[config.mk]
export PLATFORM = sky130hd
export DESIGN_NAME = fp32_sqrt_unpack
export DESIGN_NICKNAME = d
export VERILOG_FILES = /design/src/rtl/fp32_sqrt_unpack.sv
export SDC_FILE = /design/constraint.sdc
export NUM_CORES = 1
export LEC_CHECK = 0
export CELL_PAD_IN_SITES_DETAIL_PLACEMENT = 1
export CELL_PAD_IN_SITES_GLOBAL_PLACEMENT = 2
export CORE_MARGIN = 1
export CORE_UTILIZATION = 39
export DETAILED_ROUTE_END_ITERATION = 7
export DONT_BUFFER_PORTS = 1
export GPL_ROUTABILITY_DRIVEN = 1
export PLACE_DENSITY_LB_ADDON = 0.1
export SYNTH_ARGS = -nofsm -noshare
export SYNTH_HDL_FRONTEND = slang
export SYNTH_SLANG_ARGS = --single-unit
export TNS_END_PERCENT = 50
[constraint.sdc]
create_clock -name clk -period 3.32 [get_ports clk]
set_input_delay 0.498 -clock clk [delete_from_list [all_inputs] [get_ports clk]]
set_output_delay 0.498 -clock clk [all_outputs]
set_load 0.03 [all_outputs]
[src/rtl/fp32_sqrt_unpack.sv]
// fp32_sqrt_unpack: operand stage for the fp32 square-root datapath.
// Classifies a binary32 operand, normalizes subnormals and folds exponent
// parity into the radicand. The downstream root stage then sees a radicand
// in [1,4) and an exponent that is already halved.
//
// Handshake: a transfer happens on any rising edge where valid && ready are
// both high. A producer holds valid and data until that edge. The
// in_ready -> out_ready path is combinational.
module fp32_sqrt_unpack (
  input  logic        clk,
  input  logic        rst_n,
  input  logic        in_valid,
  output logic        in_ready,
  input  logic [31:0] a,
  input  logic [1:0]  rm,
  output logic        out_valid,
  input  logic        out_ready,
  output logic [1:0]  out_class,
  output logic [7:0]  out_exp,
  output logic [25:0] out_rad,
  output logic [1:0]  out_rm,
  output logic [31:0] out_special,
  output logic        out_nv
);

  localparam logic [1:0] CLS_ZERO   = 2'd0;
  localparam logic [1:0] CLS_FINITE = 2'd1;
  localparam logic [1:0] CLS_INF    = 2'd2;
  localparam logic [1:0] CLS_NAN    = 2'd3;

  logic        sgn;
  logic [7:0]  ef;
  logic [22:0] fr;
  assign sgn = a[31];
  assign ef  = a[30:23];
  assign fr  = a[22:0];

  // Front-end classification and special result selection
  logic [1:0]  in_cls;
  logic [31:0] in_spec;
  logic        in_nv;
  always_comb begin
    in_cls  = CLS_FINITE;
    in_spec = 32'h0;
    in_nv   = 1'b0;
    if (ef == 8'd0 && fr == 23'd0) begin
      in_cls  = CLS_ZERO;
      in_spec = {sgn, 31'b0};
    end else if (ef == 8'hFF && fr != 23'd0) begin
      // Quiet NaN passes silently; a signalling NaN raises invalid
      in_cls  = CLS_NAN;
      in_spec = 32'h7FC00000;
      in_nv   = ~fr[22];
    end else if (sgn) begin
      in_cls  = CLS_NAN;
      in_spec = 32'h7FC00000;
      in_nv   = 1'b1;
    end else if (ef == 8'hFF) begin
      in_cls  = CLS_INF;
      in_spec = 32'h7F800000;
    end
  end

  // Leading-one position of the fraction (highest set bit wins)
  logic [4:0] lead;
  always_comb begin
    lead = 5'd0;
    for (int i = 0; i < 23; i++) begin
      if (fr[i]) lead = 5'(i);
    end
  end

  // Stage 1 state
  logic              s1_valid;
  logic [1:0]        s1_cls;
  logic [31:0]       s1_spec;
  logic              s1_nv;
  logic [1:0]        s1_rm;
  logic signed [8:0] s1_e;
  logic [23:0]       s1_m;
  logic [4:0]        s1_p;
  logic              s1_sub;

  // Stage 2 holds the outputs directly
  logic s2_valid;
  logic s1_adv;
  logic s1_load;

  assign s1_adv    = s1_valid && (!s2_valid || out_ready);
  assign in_ready  = !s1_valid || s1_adv;
  assign s1_load   = in_valid && in_ready;
  assign out_valid = s2_valid;

  // Stage 1 register: capture classification, raw mantissa and exponent
  always_ff @(posedge clk or negedge rst_n) begin
    if (!rst_n) begin
      s1_valid <= 1'b0;
      s1_cls   <= 2'd0;
      s1_spec  <= 32'h0;
      s1_nv    <= 1'b0;
      s1_rm    <= 2'd0;
      s1_e     <= 9'sd0;
      s1_m     <= 24'd0;
      s1_p     <= 5'd0;
      s1_sub   <= 1'b0;
    end else begin
      if (s1_load) begin
        s1_valid <= 1'b1;
        s1_cls   <= in_cls;
        s1_spec  <= in_spec;
        s1_nv    <= in_nv;
        s1_rm    <= rm;
        s1_e     <= $signed({1'b0, ef}) - 9'sd127;
        s1_m     <= {(ef != 8'd0), fr};
        s1_p     <= lead;
        s1_sub   <= (ef == 8'd0);
      end else if (s1_adv) begin
        s1_valid <= 1'b0;
      end
    end
  end

  // Subnormal shift, parity fold and exponent halving ahead of stage 2
  logic [23:0]       m_norm;
  logic signed [8:0] e_fin;
  logic [25:0]       rad_nx;
  logic [7:0]        exp_nx;
  always_comb begin
    m_norm = s1_m;
    e_fin  = s1_e;
    if (s1_sub) begin
      m_norm = s1_m << (5'd23 - s1_p);
      e_fin  = $signed({4'b0, s1_p}) - 9'sd149;
    end
    rad_nx = e_fin[0] ? {m_norm, 2'b00} : {1'b0, m_norm, 1'b0};
    // floor(e/2): arithmetic shift right by one, range fits 8 bits
    exp_nx = e_fin[8:1];
    if (s1_cls != CLS_FINITE) begin
      rad_nx = 26'd0;
      exp_nx = 8'd0;
    end
  end

  // Stage 2 register: output bundle, held while stalled
  always_ff @(posedge clk or negedge rst_n) begin
    if (!rst_n) begin
      s2_valid    <= 1'b0;
      out_class   <= 2'd0;
      out_exp     <= 8'd0;
      out_rad     <= 26'd0;
      out_rm      <= 2'd0;
      out_special <= 32'h0;
      out_nv      <= 1'b0;
    end else begin
      if (s1_adv) begin
        s2_valid    <= 1'b1;
        out_class   <= s1_cls;
        out_exp     <= exp_nx;
        out_rad     <= rad_nx;
        out_rm      <= s1_rm;
        out_special <= s1_spec;
        out_nv      <= s1_nv;
      end else if (s2_valid && out_ready) begin
        s2_valid <= 1'b0;
      end
    end
  end

endmodule
==> impl_summary.txt <==
----------------------------------------------------
[Run status]
  Status ... finished clean

[Synthesis]
  YS warnings ... 0
  Average cell area after synthesis ... 9.03 µm²
  Distinct cell type count of the synthesized netlist ... 66
  Fraction of post-synthesis cell area in the top cell type by area ... 0.384
  Count of state elements after synthesis ... 88
  Cell taking the most area after synthesis ... dfrtp_1
  Share of the yosys chip area belonging to registers ... 0.384
  Post-synth EDFFs ... 0
  Main area contributors after synthesis ... dfrtp_1, nand2_1, mux4_2, mux2i_1, o21ai_0
  Most frequently used flop master after synthesis ... dfrtp_1
  Syn Inst Count ... 635
  Synth async-reset ratio ... 1.00
  Area of the mapped netlist ... 5730 µm²

[Timing]
  Number of pins with negative max-slew slack in the final report ... 0
  Post-layout worst setup margin ... 0.672 ns
  Min Clock Period, post-route ... 2.65 ns
  Period utilisation layout ... 0.797
  Final setup fails ... 0
  Skew final ... 0.0103 ns
  Setup TNS ... 0 ns
  Highest attainable clock frequency ... 0.378 GHz
  RSZ-0062 raised after global routing ... no
  Transition time of the tightest slew-check pin ... 0.754 ns
  Max-slew headroom at the worst pin ... 0.495
  Final hold violation count ... 0

[Floorplanning]
  Initial cell density of the core ... 0.407
  Die X-Extent ... about 120 µm
  # rows ... between 40 and 50
  Die Ht ... 123 µm
  Total die area ... approximately 15,000 µm²
  Number of placed I/O pins ... ~110
  Standard cell core area ... 14,100 µm²

[Critical path]
  Crit path capture type ... flip-flop
  Peak fanout along the critical path ... 14
  Worst flop-to-flop path startpoint ... s1_p[1]$_DFFE_PN0P_
  Reg2Reg Setup Slack ... 0.67 ns
  Critical path startpoint ... s1_p[1]$_DFFE_PN0P_
  Type of the worst setup path ... reg2reg
  Required arrival time at the worst endpoint ... 3.55 ns
  CP startpoint kind ... flip-flop
  Data arrival time of the worst path ... 2.88 ns

[Clock tree]
  CTS Root Cell ... clkbuf_16
  Clock buffers created by TritonCTS ... 9
  Clock slew at the register clock pins of the worst setup and hold paths ... roughly 0.060 ns
  Buffers from clock root to sink, at most ... 2
  # H-tree levels ... 3
  Source-to-sink clock delay at the later pin of the worst-skew pair ... 0.35 ns
  Number of resized instances in the post-cts repair step ... 0
  TritonCTS Sinks ... 88
  TritonCTS clock tree ... yes

[GRT]
  Overflow after GRT ... 0
  Pin count of the biggest net entering global routing ... 89
  Vias in the first global route ... about 5,100
  Wire length of the first global-routing pass ... 29,200 µm
  Number of antenna violations at the first check in global routing ... 1
  Aggregate global-route resource usage ... 0.262

[Power]
  Cell area power density ... around 590 nW/µm²
  Post-layout total power ... 0.00361 W
  Maximum resistive drop on vdd ... roughly 0.33 mV
  Static leakage ... 2.75 nW

[Placement]
  Placer Congestion ... 0.912
  Setup Slack @ Placement ... 0.684 ns
  Detailed-placement wirelength estimate ... 14,100 µm
  Port-buffer cells ... 0
  Number of instances in the placed design ... 787

[Route]
  Via total after detailed routing ... between 4,000 and 5,000
  Average routed wire per standard cell ... approximately 23 µm
  Overall routed net length ... between 15,000 and 20,000 µm
  Number of antenna-violating nets in the routed design ... 0
  Via-to-Cell Ratio ... 5.94
  Number of detailed-route iterations in the first pass ... 4
  Detailed-route DRC error count ... 0
  1st-iter DRT viols ... 277

[Layout]
  Count of filler cells inserted in the layout ... 1,660
  Nets@finish ... 662
  Fraction of layout cells with a size suffix above 1 ... 0.125
  Area added between synthesis and finish ... 6.74%
  Highest-count cells in the layout ignoring fill and taps ... nand2_1, dfrtp_1, o21ai_0
  Non-filler cells, final ... 804
  End-of-flow core utilization ... 0.434
  Antenna diode count ... 0
  Most common cell after layout, fill and taps aside ... nand2_1

[Flow run]
  Max-Cap Viols ... 0

[Min path]
  Class of the most critical hold timing path ... in2async

----------------------------------------------------
[through the flow]
stage,hold slack (ns),area (µm²)
after global placement,0.204,5790
after floorplan,0.202,5820
after CTS,0.0658,6120
after global routing,0.0782,6120
after detailed placement,0.204,5790
final,0.0490,6120
[registers in the layout (all words and copies together) (netlist names), 2 cells and up]
name         cells
s1_spec          3
s1_m            24
s1_e             9
out_exp          8
out_rm           2
out_rad         25
s1_rm            2
s1_p             5
out_special      3
[synth_stat cells (7+ instances only)]
cell and number:
nand2_1 128, a22o_1 14, inv_1 15, nor3_1 9, buf_4 32, mux4_2 12, dfrtp_1 88, nand3_1 13
mux2i_1 26, nand2b_1 7, a21oi_1 23, clkbuf_1 28, a22oi_1 8, nor2_1 39, o21ai_0 51, mux2_2 18
[what timing repair did]
| action | 4_1_cts | 5_1_grt |
|---|---|---|
| buffers inserted | 0 | 0 |
| endpoints found under the hold margin | 88 | 0 |
| hold buffers | 1 | 0 |
[final timing paths]
| check | depth (start not counted) | end |
|---|---|---|
| min in group clk | 1 | s1_e[8]$_DFFE_PN0P_ |
| min reg2reg | 2 | s1_e[1]$_DFFE_PN0P_ |
| max in group asynchronous | 1 | s1_m[11]$_DFFE_PN0P_ |
| max | 7 | out_rad[18]$_DFFE_PN0P_ |
| max reg2reg | 7 | out_rad[18]$_DFFE_PN0P_ |
| min | 1 | out_rad[6]$_DFFE_PN0P_ |
[kinds of logic (layout without fill, tap and decap cells)]
logic type               Yosys count  after routing  synth area share
AO/OA/AOI/OAI                    157            157             0.183
AND/OR/NAND/NOR                  226            226             0.172
XOR/XNOR                           9              9            0.0138
flip-flops                        88             88             0.384
multiplexers                      61             61             0.151
other                              1             23          0.000654
adder cells (fa/ha/maj)            5              5            0.0109
buffers and inverters             88             55            0.0851
[area by class of cell]
cell class | count | area (µm²) | area share
Tap cell | 180 | 225 | 0.0368
Clock inverter | 6 | 68.8 | 0.0112
Timing Repair Buffer | 23 | 205 | 0.0335
Multi-Input combinational cell | 481 | 3130 | 0.511
Inverter | 16 | 60.1 | 0.00981
Clock buffer | 10 | 229 | 0.0374
Sequential cell | 88 | 2200 | 0.360
[routing by layer]
metal,track usage,share of wire,vias to the layer above,wire (µm)
met5,0,0,-,0
met4,0.0858,0.015,0,278
met3,0.0535,0.064,25,1190
met2,0.398,0.46,159,8580
met1,0.371,0.46,2391,8730
li1,-,-,2201,-
[power by group]
part,internal [W],switching [W],total [W]
clock network,0.000587,0.000440,0.00103
logic,0.000376,0.000562,0.000939
registers,0.00124,0.000408,0.00164
total,0.00220,0.00141,0.00361
[critical path, stage by stage, from the launching register on]
cell and delay [ns]:
dfrtp_1 0.69, buf_4 0.32, mux2_2 0.37, mux2_2 0.28, a221o_1 0.32, a211oi_2 0.23
o22ai_1 0.11, a22o_1 0.21
(Power assumes the default switching activity.)
